**src/rtl/song_sel_pkg.sv**
```systemverilog
// Shared definitions for the song-select front panel: FSM states, event codes
// and the one-hot ROM select encoder.
package song_sel_pkg;

   localparam int IDX_W     = 2;
   localparam int MAX_SONGS = 4;

   typedef enum logic [1:0] {
      IDLE  = 2'd0,
      PLAY  = 2'd1,
      PAUSE = 2'd2,
      GAP   = 2'd3
   } sel_state_t;

   typedef enum logic [2:0] {
      EV_NONE = 3'd0,
      EV_PLAY = 3'd1,
      EV_NEXT = 3'd2,
      EV_PREV = 3'd3,
      EV_DONE = 3'd4
   } sel_event_t;

   function automatic logic [MAX_SONGS-1:0] idx_onehot(input logic [IDX_W-1:0] idx);
      return 4'b0001 << idx;
   endfunction

endpackage

```
**src/rtl/btn_debounce.sv**
```systemverilog
// Synchronises and debounces one raw button; emits a single-cycle pulse when
// the debounced level rises.
module btn_debounce #(
   parameter int DEB_CYCLES = 1_000_000
) (
   input  logic CLK,
   input  logic RST,
   input  logic btn_raw,
   output logic press
);

   localparam int CNT_W = (DEB_CYCLES > 1) ? $clog2(DEB_CYCLES) : 1;
   localparam logic [CNT_W-1:0] CNT_LAST = CNT_W'(DEB_CYCLES - 1);

   logic             sync1_reg;
   logic             sync2_reg;
   logic             stable_reg;
   logic             press_reg;
   logic [CNT_W-1:0] cnt_reg;

   always_ff @(posedge CLK) begin
      if (RST) begin
         sync1_reg  <= 1'b0;
         sync2_reg  <= 1'b0;
         stable_reg <= 1'b0;
         press_reg  <= 1'b0;
         cnt_reg    <= '0;
      end else begin
         sync1_reg <= btn_raw;
         sync2_reg <= sync1_reg;
         press_reg <= 1'b0;
         // Any sample agreeing with the stable level restarts the qualification window.
         if (sync2_reg == stable_reg) begin
            cnt_reg <= '0;
         end else if (cnt_reg == CNT_LAST) begin
            stable_reg <= sync2_reg;
            press_reg  <= sync2_reg;
            cnt_reg    <= '0;
         end else begin
            cnt_reg <= cnt_reg + 1'b1;
         end
      end
   end

   assign press = press_reg;

endmodule

```
**src/rtl/song_select_ctrl.sv**
```systemverilog
// Front-panel song sequencer: debounced play/next/prev, song_done auto-advance
// and a silent gap between songs so the player restarts cleanly.
module song_select_ctrl
   import song_sel_pkg::*;
#(
   parameter int DEB_CYCLES = 1_000_000,
   parameter int GAP_CYCLES = 5_000_000,
   parameter int NUM_SONGS  = 3,
   parameter int AUTO_NEXT  = 1
) (
   input  logic                 CLK,
   input  logic                 RST,
   input  logic                 btn_play,
   input  logic                 btn_next,
   input  logic                 btn_prev,
   input  logic                 song_done,
   output logic                 start,
   output logic [NUM_SONGS-1:0] en,
   output logic [1:0]           song_idx,
   output logic [1:0]           state_o
);

   localparam int GAP_W = (GAP_CYCLES > 1) ? $clog2(GAP_CYCLES) : 1;
   localparam logic [GAP_W-1:0] GAP_LAST = GAP_W'(GAP_CYCLES - 1);
   localparam logic [IDX_W-1:0] IDX_LAST = IDX_W'(NUM_SONGS - 1);

   logic [2:0]           btn_raw;
   logic [2:0]           btn_press;
   sel_event_t           ev;

   sel_state_t           state_reg, state_next;
   logic [IDX_W-1:0]     idx_reg, idx_next;
   logic [GAP_W-1:0]     gap_cnt_reg, gap_cnt_next;
   logic [NUM_SONGS-1:0] en_reg, en_next;
   logic                 start_reg;

   logic [IDX_W-1:0]     idx_inc;
   logic [IDX_W-1:0]     idx_dec;
   logic [IDX_W-1:0]     idx_step;
   logic                 is_step;

   assign btn_raw = {btn_prev, btn_next, btn_play};

   generate
      for (genvar gi = 0; gi < 3; gi++) begin : g_deb
         btn_debounce #(.DEB_CYCLES(DEB_CYCLES)) u_deb (
            .CLK     (CLK),
            .RST     (RST),
            .btn_raw (btn_raw[gi]),
            .press   (btn_press[gi])
         );
      end
   endgenerate

   // Only the highest-priority event of a cycle is acted on; the rest are dropped.
   always_comb begin
      ev = EV_NONE;
      if (btn_press[0])      ev = EV_PLAY;
      else if (btn_press[1]) ev = EV_NEXT;
      else if (btn_press[2]) ev = EV_PREV;
      else if (song_done)    ev = EV_DONE;
   end

   assign idx_inc  = (idx_reg == IDX_LAST) ? '0 : idx_reg + 1'b1;
   assign idx_dec  = (idx_reg == '0) ? IDX_LAST : idx_reg - 1'b1;
   assign is_step  = (ev == EV_NEXT) || (ev == EV_PREV);
   assign idx_step = (ev == EV_NEXT) ? idx_inc : idx_dec;

   always_comb begin
      state_next   = state_reg;
      idx_next     = idx_reg;
      gap_cnt_next = gap_cnt_reg;
      case (state_reg)
         IDLE: begin
            if (ev == EV_PLAY)  state_next = PLAY;
            else if (is_step)   idx_next   = idx_step;
         end
         PLAY: begin
            if (ev == EV_PLAY) begin
               state_next = PAUSE;
            end else if (is_step) begin
               idx_next     = idx_step;
               state_next   = GAP;
               gap_cnt_next = '0;
            end else if (ev == EV_DONE) begin
               if (AUTO_NEXT != 0) begin
                  idx_next     = idx_inc;
                  state_next   = GAP;
                  gap_cnt_next = '0;
               end else begin
                  state_next = IDLE;
               end
            end
         end
         PAUSE: begin
            if (ev == EV_PLAY) begin
               state_next = PLAY;
            end else if (is_step) begin
               idx_next   = idx_step;
               state_next = IDLE;
            end
         end
         GAP: begin
            // Button events win over gap expiry in the same cycle.
            if (ev == EV_PLAY) begin
               state_next = IDLE;
            end else if (is_step) begin
               idx_next     = idx_step;
               gap_cnt_next = '0;
            end else if (gap_cnt_reg == GAP_LAST) begin
               state_next = PLAY;
            end else begin
               gap_cnt_next = gap_cnt_reg + 1'b1;
            end
         end
         default: state_next = IDLE;
      endcase
   end

   assign en_next = NUM_SONGS'(idx_onehot(idx_next));

   always_ff @(posedge CLK) begin
      if (RST) begin
         state_reg   <= IDLE;
         idx_reg     <= '0;
         gap_cnt_reg <= '0;
         en_reg      <= NUM_SONGS'(1);
         start_reg   <= 1'b0;
      end else begin
         state_reg   <= state_next;
         idx_reg     <= idx_next;
         gap_cnt_reg <= gap_cnt_next;
         en_reg      <= en_next;
         start_reg   <= (state_next == PLAY);
      end
   end

   assign start    = start_reg;
   assign en       = en_reg;
   assign song_idx = idx_reg;
   assign state_o  = state_reg;

endmodule
```
**config.mk**
```make
export PLATFORM = sky130hd
export DESIGN_NAME = song_select_ctrl
export DESIGN_NICKNAME = d
export VERILOG_FILES = /design/src/rtl/song_sel_pkg.sv /design/src/rtl/btn_debounce.sv /design/src/rtl/song_select_ctrl.sv
export SDC_FILE = /design/constraint.sdc
export NUM_CORES = 1
export LEC_CHECK = 0
export BUFFER_PORTS_ARGS = -buffer_cell sky130_fd_sc_hd__buf_2
export CORE_ASPECT_RATIO = 1.4
export CORE_MARGIN = 5
export CORE_UTILIZATION = 41
export CTS_CLUSTER_DIAMETER = 40
export DETAILED_ROUTE_END_ITERATION = 10
export HOLD_SLACK_MARGIN = 0.15
export MAX_ROUTING_LAYER = met4
export PLACE_DENSITY = 0.62
export SLEW_MARGIN = 20
export SYNTH_ARGS = -nofsm -noshare
export SYNTH_HDL_FRONTEND = slang
export SYNTH_SLANG_ARGS = --single-unit
```
**constraint.sdc**
```tcl
create_clock -name CLK -period 2.1 [get_ports CLK]
set_input_delay 0.63 -clock CLK [delete_from_list [all_inputs] [get_ports CLK]]
set_output_delay 0.63 -clock CLK [all_outputs]
set_load 0.01 [all_outputs]
```
### After elaboration in Yosys (flattened, before gate mapping)

Index checks and enable logic that the tools add are counted.

| word-level totals | value |
|---|---|
| register bits | 103 |
| output and inout port bits | 8 |
| logic and storage cells | 98 |
| input bits | 6 |

| cells by class | value |
|---|---|
| equal/unequal tests | 20 |
| multiplexer cells | 30 |
| $add $sub $neg | 6 |
| bitwise logic cells | 6 |
| reduce and logical (&&, ||, !) cells | 15 |
| shift operators | 1 |

Operators by type and width:

| cell | count |
|---|---|
| $mux W23 | 6 |
| $add A20 B1 Y20 const B | 3 |
| $eq A20 B20 Y1 const B | 3 |
| $pmux W23 S2 | 1 |
| $mux W2 | 17 |
| $add A23 B1 Y23 const B | 1 |
| $eq A23 B23 Y1 const B | 1 |
| $reduce_or A3 Y1 | 7 |
| $mux W3 | 4 |
| $pmux W2 S4 | 1 |
| $eq A2 B2 Y1 const B | 3 |
| $eq A3 B2 Y1 const B | 2 |
| $ne A3 B3 Y1 const B | 2 |
| $not A1 Y1 | 6 |
| $reduce_and A2 Y1 | 3 |
| $reduce_and A5 Y1 | 1 |
| $eq A2 B1 Y1 const B | 2 |
| $logic_not A2 Y1 | 2 |
| $ne A2 B2 Y1 const B | 2 |
| $pmux W2 S2 | 1 |
| $eq A1 B1 Y1 | 3 |
| $eq A3 B1 Y1 const B | 1 |
| $eq A3 B3 Y1 const B | 1 |
| $shl A1 B2 Y3 const A | 1 |
| other kinds (4) | 4 |

### Logic depth before layout (Yosys ltp)

Gate-level depths: netlist of the first run.

| depth | value |
|---|---|
| word-level depth | 10 |
| gate-level depth with buffers | 8 |
| depth with buffers taken out | 7 |

### Cells and area by module

A second synthesis of the first run with hierarchy kept.

| second synthesis, totals | value |
|---|---|
| cells, all modules | 595 |
| area total of the unflattened synthesis | 5034.8 um^2 |

Modules (own cells, without submodules):

| module | times used | seq. area each (um^2) | cells each | area an instance (um^2) |
|---|---|---|---|---|
| btn_debounce | 3 | 480.5 | 123 | 1079.8 |
| song_select_ctrl | 1 | 620.6 | 226 | 1795.5 |

### Least setup slack after synthesis of the first run

No wires, ideal clock.

| path | value |
|---|---|
| path type | reg-to-reg |
| from | reg gap_cnt_reg[0] |
| to | reg gap_cnt_reg[17] |
| cell stages (with the launch flop) | 7 |
| clock period less this slack | 2004 ps |
| path buffers | 0 |
| setup time | 120 ps |
| arrival | 1884 ps |
| data required time | 1980 ps |
| setup slack | 96 ps |
| cells stage by stage | dfxtp_1 -> ha_1 -> nand3_1 -> or4_1 -> o31ai_4 -> nor3_1 -> a211o_2 |

| on the way | value |
|---|---|
| word-level cells in the longest chain between the ends | 5 |
| elaborated cells between the ends (all ways) | 8 |
| classes of those cells | add/sub: 1; eq/ne: 2; mux: 4; reduce/logical: 1 |

RTL lines:

| item | RTL line | source |
|---|---|---|
| start: declaration | song_select_ctrl.sv:33 | `logic [GAP_W-1:0] gap_cnt_reg, gap_cnt_next;` |
| start signal: assignment | song_select_ctrl.sv:132 | `gap_cnt_reg <= gap_cnt_next;` |
| $add A23 B1 Y23 | song_select_ctrl.sv:113 | `gap_cnt_next = gap_cnt_reg + 1'b1;` |
| $mux W23 | song_select_ctrl.sv:110 | `end else if (gap_cnt_reg == GAP_LAST) begin` |
| $mux W23 | song_select_ctrl.sv:107 | `end else if (is_step) begin` |
| $mux W23 | song_select_ctrl.sv:105 | `if (ev == EV_PLAY) begin` |
| $pmux W23 S2 | song_select_ctrl.sv:73 | `case (state_reg)` |

Several ways; a longest one is shown, not always the timed one. The select of a mux whose other input is x is not followed.
A chain may end at the register's enable or synchronous reset.

### Worst setup path in the final report of the first run

| path | value |
|---|---|
| from | reg g_deb[2].u_deb.press_reg |
| to | reg gap_cnt_reg[17] |

| on the way | value |
|---|---|
| word-level cells in the longest chain between the ends | 8 |
| elaborated cells between the ends (all ways) | 18 |
| classes of those cells | eq/ne: 8; mux: 8; reduce/logical: 2 |

RTL lines:

| item | RTL line | source |
|---|---|---|
| start: declaration | btn_debounce.sv:18 | `logic press_reg;` |
| start signal: assignment | btn_debounce.sv:37 | `press_reg <= sync2_reg;` |
| $mux W3 * | song_select_ctrl.sv:60 | `else if (btn_press[2]) ev = EV_PREV;` |
| $mux W3 * | song_select_ctrl.sv:59 | `else if (btn_press[1]) ev = EV_NEXT;` |
| $mux W3 * | song_select_ctrl.sv:58 | `if (btn_press[0]) ev = EV_PLAY;` |
| $eq A3 B2 Y1 | song_select_ctrl.sv:66 | `assign is_step = (ev == EV_NEXT) \|\| (ev == EV_PREV);` |
| $logic_or A1 B1 Y1 | song_select_ctrl.sv:66 |  |
| $mux W23 (on tied branches) | song_select_ctrl.sv:107, song_select_ctrl.sv:81 |  |
| $mux W23 (on tied branches) | song_select_ctrl.sv:105, song_select_ctrl.sv:79 |  |
| $pmux W23 S2 | song_select_ctrl.sv:73 |  |

Every way passes the cells marked *; elsewhere a longest branch is shown, timed or not. The select of a mux whose other input is x is not followed.

==> results of run 1 <==
-- routing by layer --
layer	track usage, %	up-vias	wire length [µm]
met5	-	-	0
met4	6.87	0	293
met3	3.90	29	404
met2	27.4	72	5220
met1	18.5	1893	4580
li1	-	2030	-
-- logic make-up after synthesis --
logic type / Yosys count / synth area share (%)
mux: 4 / 0.866
simple gates: 290 / 32.4
xor+xnor: 56 / 10.3
flops: 103 / 43.2
compound gates: 59 / 8.92
fa+ha+maj: 7 / 1.84
buf+inv: 26 / 2.41
-- cell usage in the layout, fill, tap and decap left out, drive strengths merged, types with 6 or more instances in the layout --
master	synthesis	routed
o21ai	9	9
nand4	28	28
nor3	17	17
nand3	29	29
nand2	43	43
and3	21	21
nor4b	6	6
nor2b	9	9
nor4	10	10
buf	6	52
a211o	8	8
dfxtp	103	103
nand2b	6	6
xor2	30	30
and4	6	6
clkbuf	10	9
xnor2	26	26
ha	7	7
a21oi	21	21
inv	10	14
nor2	89	89
-- through the flow --
stage / worst slack (ps) / instance area, µm² / hold slack, ps / setup TNS, ps
final: 116 / 5600 / 444 / 0
after global routing: -18.7 / 5600 / 467 / -18.7
after CTS: 2.11 / 5560 / 449 / 0
after detailed placement: -12.5 / 5220 / 435 / -25.0
after global placement: 39.7 / 5220 / 421 / 0
after floorplan: 96.0 / 4770 / 411 / 0
-- power groups by stage --
| stage | combinational [µW] | clock (µW) | sequential, µW |
|---|---|---|---|
| 6_report | 47.4 | 1750 | 1960 |
| 5_1_grt | 52.5 | 1870 | 1960 |
| 4_1_cts | 47.6 | 1790 | 1960 |
| 3_5_place_dp | 47.3 | 0 | 2010 |
| 3_3_place_gp | 47.0 | 0 | 2010 |
| 2_1_floorplan | 31.3 | 0 | 2010 |
-- path summary, 6_finish.rpt --
| path | start | endpoint | slack (ps) | depth (start not counted) |
|---|---|---|---|---|
| worst max register to register | g_deb[2].u_deb.press | gap_cnt_reg[17] | 120 | 5 |
| worst min register to register | g_deb[0].u_deb.cnt_reg[0] | g_deb[0].u_deb.cnt_reg[0] | 440 | 1 |
| worst max-delay path | g_deb[2].u_deb.press | gap_cnt_reg[17] | 120 | 5 |
| worst min-delay path | g_deb[0].u_deb.cnt_reg[0] | g_deb[0].u_deb.cnt_reg[0] | 440 | 1 |
-- area by class of cell --
type,count,share of cell area (%)
Timing Repair Buffer,52,6.39
Inverter,10,0.671
Clock inverter,7,1.54
Tap cell,144,3.22
Multi-Input combinational cell,416,47.3
Sequential cell,103,36.9
Clock buffer,9,4.02
-- repair_timing --
item	4_1_cts	5_1_grt
hold buffers	0	0
gates resized for setup	3	9
endpoints found under the setup margin	4	30
pin swaps	1	3
buffers inserted	1	0
==> summary.md, run 1 <==
| Metric | Value |
|---|---|
| Period minus WS final | 1980 ps |
| FF/Latch Area | 0.00207 mm² |
| Flop pwr share | 52.2% |
| Vias/cell | 5.43 |
| CP cell instances | o21ba_2 -> or4_4 -> o31ai_4 -> nor3_1 -> a211o_2 |
| FP Rows | 46 |
| Largest register FFs | 60 |
| Worst vdd ir | 367 µV |
| Most common cell in the synthesized netlist | dfxtp_1 |
| Critical path capture point type | flop |
| Switch share | 22.1% |
| P&R area growth vs syn | 17.4% |
| Post-Synthesis Cells | 545 |
| Post-synth cell types | 56 |
| Routed Antenna Nets | 0 |
| Area occupied by multi-input gates | 0.00265 mm² |
| Antenna Cells | 0 |
| Final worst-path cycle share | 94.5% |
| Initial antenna violation count | 0 |
| Max cap viols | 0 |
| Most frequent cells after synthesis | dfxtp_1 (103), nor2_1 (89), nand2_1 (40) |
| Total Nets Final | 605 |
| Die Wd | 101 µm |
| #FFs+latches synth | 103 |
| Slowest stage cell, crit path | or4_4 |
| Via count | 4024 |
| Die area | 0.0139 mm² |
| Worst hold path class | reg2reg |
| Overall power consumption | 3760 µW |
| IO Count | 14 |
| Fin util | 49.1% |
| Initial Util | 41.9% |
| Routed len/inst | 14.2 µm |
| Ys Warns | 0 |
| CTS tree | yes |
| PwrDens | 671 mW/mm² |
| Number of enable flip-flop cells after synthesis | 0 |
| Top_reg_cell synth | dfxtp_1 |
| Worst-path clk slew | 70 ps |
| CP Data Required Time | 2350 ps |
| Buf/Inv on CP | 0 |
| Maximum clock path buffer count | 2 |
| Buffers on Ports | 13 |
| Cells after DPL | 724 |
| Clock tree sinks | 103 |
| CP startpoint kind | flop |
| Overall Global Routing Usage | 16.3% |
| Synth area leader | dfxtp_1 |
| CTS Buf Count | 9 |
| Top Family by Delay on Critical Path | compound AO/OA/AOI/OAI gates |
| Async set-reset flop share out of synthesis | 0% |
| Gr ovfl total | 0 |
| Core Area | 0.0114 mm² |
| Sequential area share after synthesis | 43.2% |
| Outcome | finished clean |
| Non-filler cells, final | 741 |
| Worst-margin pin slew | 520 ps |
| Root Buffer | clkbuf_16 |
| Fmax | 504 MHz |
| Static Leak | 0.00199 µW |
| Fin. Hold Viols | 0 |
| Die Y-Extent | 138 µm |
| Average size of a mapped cell | 8.75 µm² |
| Clock power share | 46.5% |
| Crit path DAT | 2230 ps |
| DRC Markers | 0 |
| Vias in the first global route | 3963 |
| Crit-path max cell delay | 560 ps |
| RePlAce Congestion | 0.948 |
| Max-slew violations | 0 |
| # fillers | 1111 |
| Drt first pass iters | 4 |
| Initial drt markers | 141 |
| HPWL after detailed placement | 7660 µm |
| Largest net degree at the start of global routing | 23 |
| Clk Latency, worst-skew pair | 360 ps |
| Global-route wire length before repair | 18000 µm |
| Synth area leaders | dfxtp_1 (43%), nor2_1 (7.0%), xor2_1 (5.5%) |
| Top cell type's share of synthesized area | 43.2% |
| Post-Synthesis Net Count | 558 |
| Critical path peak fanout | 7 |
| Post-route clock skew | 9.15 ps |
| WS Path Type | reg2reg |
| Mapped cell area | 0.00477 mm² |
| Final setup vio count | 0 |
| Worst rel slew slack | 65.2% |
| Total Wirelength | 10500 µm |
| Net Sw Power | 830 µW |
| Internal power | 2930 µW |
| Combinational Power Share | 1.3% |
| H-Tree Depth | 3 |
| Share of post-route cells with drive strength above 1 | 16.8% |
(Power assumes the default switching activity.)
==> run 2, diff against run 1 <==
--- a/config.mk
+++ b/config.mk
@@ -9,6 +9,7 @@
 export CORE_ASPECT_RATIO = 1.4
 export CORE_MARGIN = 5
 export CORE_UTILIZATION = 41
+export CTS_BUF_LIST = sky130_fd_sc_hd__clkbuf_4
 export CTS_CLUSTER_DIAMETER = 40
 export DETAILED_ROUTE_END_ITERATION = 10
 export HOLD_SLACK_MARGIN = 0.15
==> run 2 against run 1 <==
Effect of this change:
- global-route usage down 0.26 points
- clock power decreased by 37%
- critical path depth grew 1
- via count about the same
==> summary.md, run 2 (synthesis gave the netlist of run 1 again) <==
| Metric | Value |
|---|---|
| Outcome | finished clean |
| Overall power consumption | 3120 µW (-17%) |
| Internal power | 2370 µW (-19%) |
| PwrDens | 573 mW/mm² (-15%) |
| Maximum clock path buffer count | 2 (unchanged) |
| Metal-1 WL | 4620 µm (+0.87%) |
| Routed Antenna Nets | 0 (unchanged) |
| Combinational Power Share | 1.5% (+0.2 points) |
| Uppermost routed layer | met4 |
| Slowest stage cell, crit path | or4_4 |
| Switch share | 24.1% (+2.0 points) |
| Largest register FFs | 60 (unchanged) |
| Vias/cell | 5.42 (-0.18%) |
| IO Count | 14 (unchanged) |
| CTS tree | yes |
| Via count | 4022 (-0.050%) |
| DRC Markers | 0 (unchanged) |
| Drt first pass iters | 4 (unchanged) |
| Routed len/inst | 14.1 µm (-0.59%) |
| Met3 routed wirelength | 360 µm (-11%) |
| Clk Latency, worst-skew pair | 480 ps (+120 ps) |
| Fmax | 504 MHz (about the same) |
| Non-filler cells, final | 742 (+0.13%) |
| Largest net degree at the start of global routing | 23 (unchanged) |
| RePlAce Congestion | 0.948 (unchanged) |
| Share of post-route cells with drive strength above 1 | 17.3% (+0.50 points) |
| Final setup vio count | 0 (unchanged) |
| Clock tree sinks | 103 (unchanged) |
| Worst r2r src | gap_cnt_reg[1] |
| Cells after DPL | 724 (unchanged) |
| Net Sw Power | 752 µW (-9.4%) |
| Global-route wire length before repair | 17700 µm (-1.3%) |
| Post-route clock skew | 16.7 ps (+7.55 ps) |
| Area occupied by multi-input gates | 0.00265 mm² (unchanged) |
| Initial drt markers | 185 (+31%) |
| Static Leak | 0.00193 µW (-3.4%) |
| Clock power share | 35.5% (-11 points) |
| Gr ovfl total | 0 (unchanged) |
| Period minus WS final | 1980 ps (+0.240 ps) |
| FF/Latch Area | 0.00207 mm² (+0.18%) |
| R2R depth | 6 (+1) |
| Most common cell after layout, fill and taps aside | dfxtp_1 |
| WS Path Type | reg2reg |
| Met2 routed wirelength | 5210 µm (about the same) |
| Critical path capture point type | flop |
| Fin. Hold Viols | 0 (unchanged) |
| Hold Startpoint | btn_prev |
| CP startpoint kind | flop |
| Crit-path max cell delay | 550 ps (about the same) |
| Hold-critical path depth | 2 (+1) |
| H-Tree Depth | 3 (unchanged) |
| Root Buffer | clkbuf_4 |
| Core Area | 0.0114 mm² (unchanged) |
| R2r setup slk | 120 ps (about the same) |
| CP Data Required Time | 2480 ps (+130 ps) |
| Worst hold path class | in2reg |
| Die Wd | 101 µm (unchanged) |
| RR Endpoint | gap_cnt_reg[17] |
| Flop pwr share | 63.0% (+11 points) |
| HPWL after detailed placement | 7660 µm (unchanged) |
| Critical path peak fanout | 7 (unchanged) |
| P&R area growth vs syn | 14.2% |
| Worst rel slew slack | 64.3% (-0.91 points) |
| # fillers | 1133 (+2.0%) |
| Max-slew violations | 0 (unchanged) |
| Worst vdd ir | 302 µV (-18%) |
| FP Rows | 46 (unchanged) |
| Final hold slack | 359 ps (-85.5 ps) |
| Placed inst area | 0.00522 mm² (unchanged) |
| Worst-margin pin slew | 534 ps (+13.6 ps) |
| Buffers on Ports | 13 (unchanged) |
| CTS Buf Count | 9 (unchanged) |
| Max cap viols | 0 (unchanged) |
| Worst-path clk slew | 160 ps (+90 ps) |
| Vias in the first global route | 3917 (-1.2%) |
| Fin area | 0.00545 mm² (-2.7%) |
| Total Wirelength | 10400 µm (-0.46%) |
| Overall Global Routing Usage | 16.1% (-0.26 points) |
| Final worst-path cycle share | 94.5% (about the same) |
| Initial Util | 41.9% (unchanged) |
| Crit path DAT | 2360 ps (+130 ps) |
| Total Nets Final | 605 (unchanged) |
| Die area | 0.0139 mm² (unchanged) |
| CP cell instances | ha_4 -> nand3_1 -> or4_4 -> o31ai_4 -> nor3_1 -> a211o_2 |
| Initial antenna violation count | 0 (unchanged) |
| Worst Hold Endpoint | g_deb[2].u_deb.sync1_reg |
| Commonest cells after routing, fill and taps aside | dfxtp_1 (97), nor2_1 (89), nand2_1 (40) |
| Die Y-Extent | 138 µm (unchanged) |
==> run 2: critical path: cells and delay by family, from the launching register on <==
| family | cells | cell delay [ps] |
|---|---|---|
| AOI/OAI and AO/OA | 2 | 600 |
| adders and majority gates | 1 | 150 |
| DFF | 1 | 400 |
| and+or+nand+nor | 3 | 750 |
==> run 2: what timing repair did <==
| action | in CTS | in global routing |
|---|---|---|
| hold buffers | 0 | 0 |
| pin swaps | 1 | 3 |
| endpoints found under the setup margin | 5 | 30 |
| setup buffers | 1 | 0 |
| gates resized for setup | 3 | 12 |
==> run 2: metal layers <==
| metal | global-route usage (%) | up-vias |
|---|---|---|
| met2 | 26.9 | 71 |
| met3 | 3.50 | 24 |
| met1 | 18.7 | 1892 |
| met4 | 6.21 | 0 |
| met5 | - | - |
| li1 | - | 2035 |
==> run 2: area by class of cell <==
class | count | area share (%)
Inverter | 10 | 0.689
Multi-Input combinational cell | 416 | 48.6
Tap cell | 144 | 3.31
Antenna cell | 1 | 0.0459
Clock inverter | 7 | 1.59
Timing Repair Buffer | 52 | 6.57
Clock buffer | 9 | 1.24
Sequential cell | 103 | 38.0
==> run 2: power by group through the flow <==
stage	Clock (µW)	Sequential, µW	Combinational [µW]
6_report	1110	1970	47.0
3_5_place_dp	0	2010	47.3
4_1_cts	1150	1970	47.6
2_1_floorplan	0	2010	31.3
3_3_place_gp	0	2010	47.0
5_1_grt	1240	1970	52.3
==> run 2: metrics by stage <==
| step | utilization, % | worst slack (ps) | setup TNS [ps] |
|---|---|---|---|
| 3_3_place_gp | 45.8 | 39.7 | 0 |
| 6_report | 47.8 | 116 | 0 |
| 2_1_floorplan | - | 96.0 | 0 |
| 4_1_cts | 47.4 | 12.0 | 0 |
| 3_5_place_dp | 45.8 | -12.5 | -25.0 |
| 5_1_grt | 47.8 | -25.0 | -29.0 |
==> run 2: how the worst max path moves through the flow <==
| stage | from | slack, ps | cells after the start | endpoint |
|---|---|---|---|---|
| 2_1_floorplan | gap_cnt_reg[0] | 100 | 6 | gap_cnt_reg[17] |
| 3_3_place_gp | gap_cnt_reg[1] | 40 | 7 | gap_cnt_reg[22] |
| 3_5_place_dp | gap_cnt_reg[1] | -10 | 6 | gap_cnt_reg[22] |
| 4_1_cts | gap_cnt_reg[12] | 10 | 5 | gap_cnt_reg[17] |
| 5_1_grt | gap_cnt_reg[12] | -20 | 6 | gap_cnt_reg[17] |
| 6_report | gap_cnt_reg[1] | 120 | 6 | gap_cnt_reg[17] |
